[src/rtl/uart_pkg.sv]
// Shared UART definitions: frame constants and receiver FSM states.
package uart_pkg;

    localparam int DATA_BITS = 8;
    localparam int CNT_W     = 16;
    localparam int IDX_W     = 4;

    localparam logic IDLE_LEVEL = 1'b1;
    localparam logic START_BIT  = 1'b0;
    localparam logic STOP_BIT   = 1'b1;

    typedef enum logic [2:0] {
        IDLE,
        START,
        DATA,
        STOP,
        BREAK
    } uart_state_e;

endpackage

[src/rtl/uart_bit_timer.sv]
// Per-bit cycle counter; strobe marks a full bit period, mid marks half a bit.
module uart_bit_timer
    import uart_pkg::*;
#(
    parameter int unsigned CLKS_PER_BIT = 1
) (
    input  logic clk,
    input  logic rst,
    input  logic restart,
    output logic strobe,
    output logic mid
);

    localparam int unsigned HALF = CLKS_PER_BIT / 2;
    localparam logic [CNT_W-1:0] LAST = CNT_W'(CLKS_PER_BIT - 1);
    localparam logic [CNT_W-1:0] HALF_LAST =
        (HALF > 0) ? CNT_W'(HALF - 1) : '0;

    logic [CNT_W-1:0] cnt_q;
    logic [CNT_W-1:0] cnt_d;

    always_comb begin
        cnt_d = cnt_q + 1'b1;
        if (restart || cnt_q == LAST) begin
            cnt_d = '0;
        end
    end

    always_ff @(posedge clk) begin
        if (rst) begin
            cnt_q <= '0;
        end else begin
            cnt_q <= cnt_d;
        end
    end

    assign strobe = (cnt_q == LAST);
    assign mid    = (cnt_q == HALF_LAST);

endmodule

[src/rtl/uart_receiver.sv]
// 8N1 UART receiver, MSB first, with a one-byte valid/ready output register.
module uart_receiver
    import uart_pkg::*;
#(
    parameter int unsigned CLKS_PER_BIT = 1
) (
    input  logic       CLK,
    input  logic       RESET,
    input  logic       rx,
    output logic [7:0] data,
    output logic       valid,
    input  logic       ready,
    output logic       framing_error,
    output logic       overrun
);

    localparam int unsigned HALF = CLKS_PER_BIT / 2;
    localparam logic [IDX_W-1:0] LAST_IDX = IDX_W'(DATA_BITS - 1);

    uart_state_e      state_q, state_d;
    logic [IDX_W-1:0] idx_q, idx_d;
    logic [7:0]       shift_q, shift_d;
    logic [7:0]       data_q, data_d;
    logic             valid_q, valid_d;
    logic             fe_q, fe_d;
    logic             ov_q, ov_d;

    logic restart;
    logic strobe;
    logic mid;

    uart_bit_timer #(
        .CLKS_PER_BIT(CLKS_PER_BIT)
    ) u_timer (
        .clk    (CLK),
        .rst    (RESET),
        .restart(restart),
        .strobe (strobe),
        .mid    (mid)
    );

    always_comb begin
        state_d = state_q;
        idx_d   = idx_q;
        shift_d = shift_q;
        data_d  = data_q;
        valid_d = valid_q && !ready;
        fe_d    = 1'b0;
        ov_d    = 1'b0;
        restart = 1'b0;
        unique case (state_q)
            IDLE: begin
                if (rx == START_BIT) begin
                    restart = 1'b1;
                    idx_d   = '0;
                    state_d = (HALF == 0) ? DATA : START;
                end
            end
            START: begin
                if (mid) begin
                    if (rx == IDLE_LEVEL) begin
                        state_d = IDLE;
                    end else begin
                        restart = 1'b1;
                        state_d = DATA;
                    end
                end
            end
            DATA: begin
                if (strobe) begin
                    shift_d = {shift_q[6:0], rx};
                    idx_d   = idx_q + 1'b1;
                    if (idx_q == LAST_IDX) begin
                        state_d = STOP;
                    end
                end
            end
            STOP: begin
                if (strobe) begin
                    idx_d   = '0;
                    state_d = IDLE;
                    if (rx == STOP_BIT) begin
                        // Load only when the held byte is gone or leaving now
                        if (!valid_q || ready) begin
                            data_d  = shift_q;
                            valid_d = 1'b1;
                        end else begin
                            ov_d = 1'b1;
                        end
                    end else begin
                        fe_d    = 1'b1;
                        state_d = BREAK;
                    end
                end
            end
            BREAK: begin
                if (rx == IDLE_LEVEL) begin
                    state_d = IDLE;
                end
            end
            default: begin
                state_d = IDLE;
            end
        endcase
    end

    always_ff @(posedge CLK) begin
        if (RESET) begin
            state_q <= IDLE;
            idx_q   <= '0;
            shift_q <= '0;
            data_q  <= '0;
            valid_q <= 1'b0;
            fe_q    <= 1'b0;
            ov_q    <= 1'b0;
        end else begin
            state_q <= state_d;
            idx_q   <= idx_d;
            shift_q <= shift_d;
            data_q  <= data_d;
            valid_q <= valid_d;
            fe_q    <= fe_d;
            ov_q    <= ov_d;
        end
    end

    assign data          = data_q;
    assign valid         = valid_q;
    assign framing_error = fe_q;
    assign overrun       = ov_q;

endmodule
[config.mk]
export PLATFORM = sky130hd
export DESIGN_NAME = uart_receiver
export DESIGN_NICKNAME = d
export VERILOG_FILES = /design/src/rtl/uart_pkg.sv /design/src/rtl/uart_bit_timer.sv /design/src/rtl/uart_receiver.sv
export SDC_FILE = /design/constraint.sdc
export NUM_CORES = 1
export LEC_CHECK = 0
export ABC_AREA = 1
export CAP_MARGIN = 15
export CORE_MARGIN = 1.5
export CORE_UTILIZATION = 30
export CTS_CLUSTER_SIZE = 28
export DETAILED_ROUTE_END_ITERATION = 16
export PLACE_DENSITY_LB_ADDON = 0.15
export SLEW_MARGIN = 10
export SYNTH_ARGS = -nofsm -noshare
export SYNTH_HDL_FRONTEND = slang
export SYNTH_HIERARCHICAL = 1
export SYNTH_SLANG_ARGS = --single-unit
[constraint.sdc]
create_clock -name CLK -period 2.85 [get_ports CLK]
set_input_delay 0.4275 -clock CLK [delete_from_list [all_inputs] [get_ports CLK]]
set_output_delay 0.4275 -clock CLK [all_outputs]
set_load 0.01 [all_outputs]
=== Yosys cells after proc, flatten, opt, wreduce, memory -nomap -nowiden ===
Cells that the tools add are included.

* Register bits after elaboration: 42
* Bits of input ports: 4
* Output and inout port bits: 11
* Word-level logic and storage cells: 60

* Add/subtract/negate cells: 2
* Eq/ne operators: 11
* Multiplexer cells: 21
* Bitwise gates (word level): 3
* Reductions and logical operators: 15

{| class="wikitable"
|+ Operator list
! operator !! number
|-
| 3-bit 2-to-1 mux || 7
|-
| 16-bit by 1-bit adder with 16-bit output, second input constant || 1
|-
| 16-bit zero test || 1
|-
| 3-bit one-hot mux with 5 select lines || 1
|-
| 4-bit 2-to-1 mux || 3
|-
| 2-bit != test, second input constant || 6
|-
| 4-bit one-hot mux with 3 select lines || 1
|-
| 4-bit AND reduction || 2
|-
| 1-bit 2-to-1 mux || 7
|-
| 3-bit by 2-bit equality test with 1-bit output, second input constant || 2
|-
| 6-bit AND reduction || 1
|-
| 4-bit by 1-bit adder with 4-bit output, second input constant || 1
|-
| 4-bit by 3-bit equality test with 1-bit output, second input constant || 1
|-
| 2-bit OR reduction || 2
|-
| 4-bit OR reduction || 1
|-
| 3-bit by 1-bit equality test with 1-bit output, second input constant || 1
|-
| 3-bit equality test, second input constant || 1
|-
| 3-bit zero test || 1
|-
| 1-bit inverter || 3
|-
| 3-bit nonzero test || 1
|-
| 1-bit zero test || 2
|-
| 1-bit logical OR || 2
|-
| 2-bit 2-to-1 mux || 1
|-
| 1-bit one-hot mux with 2 select lines || 1
|-
| 2 further kinds || 2
|}

=== Longest topological paths before layout ===
* Depth in word-level cells: 6
* Mapped depth: 15

=== Cells and area by module ===
The synthesis kept the hierarchy.

{| class="wikitable"
|+ By module, submodules not included
! module !! times used !! cells each !! area an instance (µm²)
|-
| uart_receiver || 1 || 158 || 1238.7
|-
| uart_bit_timer || 1 || 125 || 860.8
|}

=== Worst setup path after synthesis ===
OpenSTA, ideal clock, no wires.

* Kind: reg2reg
* From: reg u_timer.cnt_q[0]
* To: reg u_timer.cnt_q[8]
* Setup time: 114 ps
* Arrival time: 1638 ps
* Data required time: 2736 ps
* Slack: 1098 ps
* Cell stages (with the launch flop): 13
* Buffers on the path: 1
* Period minus slack after synthesis: 1752 ps
* Cell sequence: dfxtp_1 -> inv_1 -> ha_1 -> nand3_1 -> nor2_1 -> nand2_2 -> inv_1 -> inv_1 -> a2111oi_0 -> nor2_1 -> nand2_4 -> buf_6 -> nor2_1

* Longest elaborated chain between the ends: 5

{| class="wikitable"
|+ RTL lines
! item !! RTL line !! RTL
|-
| start: declaration || uart_bit_timer.sv:19 || <nowiki>logic [CNT_W-1:0] cnt_q;</nowiki>
|-
| start signal: assignment || uart_bit_timer.sv:33 || <nowiki>cnt_q <= cnt_d;</nowiki>
|-
| 16-bit zero test || uart_bit_timer.sv:38 || <nowiki>assign mid = (cnt_q == HALF_LAST);</nowiki>
|-
| via mid || uart_receiver.sv:30 || <nowiki>logic mid;</nowiki>
|-
| 1-bit 2-to-1 mux || - ||
|-
| 1-bit one-hot mux with 2 select lines || uart_receiver.sv:51 || <nowiki>unique case (state_q)</nowiki>
|-
| via restart || uart_receiver.sv:28 || <nowiki>logic restart;</nowiki>
|-
| 1-bit logical OR || uart_bit_timer.sv:24 || <nowiki>if (restart || cnt_q == LAST) begin</nowiki>
|-
| 2-bit OR reduction (no source line) || - ||
|}

The timed path passes the listed nets, and every way through them passes these cells.
A chain may end at the register's enable or synchronous reset.

=== Worst setup path after layout ===
* From: reg u_timer.cnt_q[0]
* To: reg idx_q[0]

* Longest elaborated chain between the ends: 3

{| class="wikitable"
|+ RTL lines
! item !! RTL line !! RTL
|-
| 16-bit zero test (*) || - ||
|-
| via mid || uart_receiver.sv:30 ||
|-
| 2-bit != test (no source line) || - ||
|-
| 4-bit AND reduction (no source line) (*) || - ||
|-
| end signal: assignment || uart_receiver.sv:118 || <nowiki>idx_q <= idx_d;</nowiki>
|-
| end: declaration || uart_receiver.sv:21 || <nowiki>logic [IDX_W-1:0] idx_q, idx_d;</nowiki>
|}

The timed path passes the listed nets; every way through them passes the cells marked *.

==> impl_metrics.csv <==
group,metric,value,unit
run_status,status,"finished clean",
placed_design,pre_cts_ws,0.907,ns
final_layout,layout_common_cells,"nor2_1 (55), dfxtp_1 (42), nand2_1 (39), inv_1 (31), nand3_1 (24)",
drt,vias,1692,
grt,grt_pass1_wl,7670,um
placed_design,hpwlAfterDp,3120,um
drt,route.detailed.drc,0,
worst_setup_path,crit_cells,12,
worst_setup_path,crit_path_cell_trace,"inv_1, ha_1, nand3_1, nor2_1, nand2_2, inv_1, inv_1, nor2_4, inv_2, a21oi_1, o21ai_1, inv_1",
drt,wl_per_cell,10.8,um
final_layout,layout_commonest_cell,"nor2_1",
grt,grt-ovfl-total,0,
sta,tightest_slew,0.432,ns
cts,numCtsBuffers,5,
worst_setup_path,r2r_end,"idx_q[0]",
worst_setup_path,startpoint,"u_timer/cnt_q[0]",
final_layout,finalNetCount,304,
final_layout,area_growth,14.9,%
grt,grt_start_max_net_pins,17,
worst_setup_path,crit_end,"idx_q[0]",
sta,final.setup.worst_slack,0.918,ns
worst_setup_path,reg2reg_from,"u_timer/cnt_q[0]",
power_and_ir_drop,leakage,0.000959,uW
sta,fin_crit,1.93,ns
synthesis,ys_warn_count,6,
sta,rsz0062_at_grt,"no",
sta,setup_viol,0,
worst_setup_path,rrSetupSlack,0.92,ns
synthesis,synth-async-reset-ratio,0,%
floorplan,die_w,86.7,um
worst_setup_path,critPathKind,"reg2reg",
worst_setup_path,end_kind,"flop",
synthesis,synth_area,2100,um2
cts,post_cts_resize_count,0,
cts,clkSinkCount,42,
cts,post-cts-setup-buffers,0,
worst_setup_path,start_kind,"flop",
final_layout,layout-drive-gt1-share,14.4,%
cts,clock_tree.root_cell,"clkbuf_8",
sta,fmax,518,MHz
sta,skew,0.00533,ns
worst_setup_path,critical_path_peak_fanout,11,
cts,clockBufferDepth,2,
synthesis,synth_cell_type_count,31,
cts,cts.clk_slew.worst_paths,0.08,ns
sta,finalMaxSlewViolations,0,
drt,totalWireLength,4260,um
drt,dr.first_iter.drc_count,75,
worst_setup_path,slowest_delay,0.35,ns
worst_setup_path,critical-path-top-delay-family,"simple AND/OR/NAND/NOR gates",
floorplan,rows,30,
worst_setup_path,cp.required,3.09,ns
synthesis,ys.flop_type,"dfxtp_1",
power_and_ir_drop,ir_drop,0.308,mV
synthesis,syn-num-nets,290,
sta,setup_tns,0,ns
drt,drtPass1Iterations,4,
job,cap_violations,0,
floorplan,ios,15,
floorplan,initial_core_util,30.9,%
cts,cts_hold_buf,0,
synthesis,ys_seq_elements,42,
placed_design,place_inst,386,
floorplan,dieHeight,86.7,um
min_path,hp-class,"reg2reg",
final_layout,diodes,0,
drt,final_antenna_net_count,0,
worst_setup_path,cp_data_arrival_time,2.17,ns
worst_setup_path,cp_common_cell,"inv_1",
sta,finalCritPeriodShare,67.8,%
placed_design,numPortBuffers,14,
final_layout,instances_no_fill,394,
worst_setup_path,crit_buf_inv,5,
synthesis,ys_seq_area_share,40.0,%
worst_setup_path,slowest_stage,"dfxtp_1",
placed_design,gp_congestion,0.769,
grt,first_global_vias,1659,
sta,hold_viol,0,
floorplan,die_area,7510,um2
cts,cts-htree-levels,2,
power_and_ir_drop,powerDensity,708,nW/um2
grt,track_usage,12.9,%
synthesis,syn_area_per_cell,7.42,um2
worst_setup_path,reg2reg_depth,12,
synthesis,syn_inst,283,
floorplan,core_area,6790,um2
synthesis,synth-edff-count,0,
final_layout,nFillCells,732,
grt,antenna_found_initial,0,
cts,clkLatencyLatePin,0.29,ns
sta,slew_headroom,71.2,%
power_and_ir_drop,p_total,1710,uW
cts,cts_tree,"built",
drt,viasPerCell,4.29,
==> flip-flops by register name, indices dropped and copies added (netlist names) <==
| signal | cells |
|---|---|
| data | 8 |
| framing_error | 1 |
| idx_q | 4 |
| overrun | 1 |
| shift_q | 8 |
| state_q | 3 |
| u_timer/cnt_q | 16 |
| valid | 1 |
==> per-layer routing <==
| metal | GRT usage [%] | vias up | part of all wire [%] |
|---|---|---|---|
| met5 | 0 | - | 0 |
| met4 | 5.13 | 0 | 1.4 |
| met3 | 3.05 | 5 | 2.5 |
| met2 | 20.0 | 15 | 44 |
| met1 | 17.4 | 744 | 52 |
| li1 | - | 928 | - |
==> worst min path at each step <==
stage | from | to | slack [ns] | depth (start not counted)
after floorplan | u_timer/cnt_q[0] | u_timer/cnt_q[0] | 0.44 | 1
after global placement | data[0] | data[0] | 0.45 | 2
after detailed placement | data[5] | data[5] | 0.45 | 2
after CTS | data[0] | data[0] | 0.47 | 2
after global routing | data[2] | data[2] | 0.49 | 2
final | data[0] | data[0] | 0.46 | 2
==> cells in the mapped netlist (4+ instances only) <==
| master | n | share of area (%) |
|---|---|---|
| nand4_1 | 5 | 1.5 |
| o21ai_1 | 9 | 2.1 |
| inv_1 | 31 | 5.5 |
| nor2_1 | 55 | 9.8 |
| xor2_1 | 5 | 2.1 |
| nand2_1 | 39 | 7.0 |
| dfxtp_1 | 42 | 40 |
| nand3_1 | 24 | 5.7 |
| a21oi_1 | 18 | 4.3 |
| nand2_2 | 7 | 2.1 |
| o21ai_0 | 4 | 0.95 |
| nand3_2 | 5 | 2.4 |
| nand2_4 | 4 | 2.1 |
==> worst min-delay path, delay by kind of cell (launching register included) <==
kind             cells  cell delay [ns]
AO/OA/AOI/OAI        1             0.05
flip-flops           1             0.31
AND/OR/NAND/NOR      1             0.06
==> final cells by class <==
type                    count  area [um2]  share of cell area (%)
multi-input cells         197        1060                    43.8
flip-flops and latches     42         841                    34.9
repair buffers             15         148                    6.12
inverters                  36         139                    5.76
well taps                  96         120                    4.98
clock buffers               5        68.8                    2.85
clock inverters             3        40.0                    1.66
==> through the flow <==
| stage | utilization (%) | cell area, um2 | hold slack (ns) |
|---|---|---|---|
| detailed placement | 33.9 | 2300 | 0.455 |
| global route | 35.5 | 2410 | 0.488 |
| global placement | 33.9 | 2300 | 0.450 |
| CTS | 35.5 | 2410 | 0.468 |
| finish | 35.5 | 2410 | 0.463 |
| floorplan | - | 2100 | 0.440 |
==> logic make-up (layout without fill, tap and decap cells) <==
logic type                 count (synthesis)  count (layout)  synth area share (%)
DFF                                       42              42                  40.0
and+or+nand+nor                          149             149                  35.3
AOI/OAI and AO/OA                         38              38                  10.3
buffers and inverters                     44              59                  9.65
xor gates and xnor gates                   7               7                  2.92
adders and majority gates                  3               3                  1.79
==> where the power goes <==
group / total (uW) / switching [uW] / internal [uW]
Sequential: 779 / 105 / 673
Clock: 466 / 208 / 258
Combinational: 462 / 294 / 168
No activity file was read; power rests on OpenSTA's default activity.
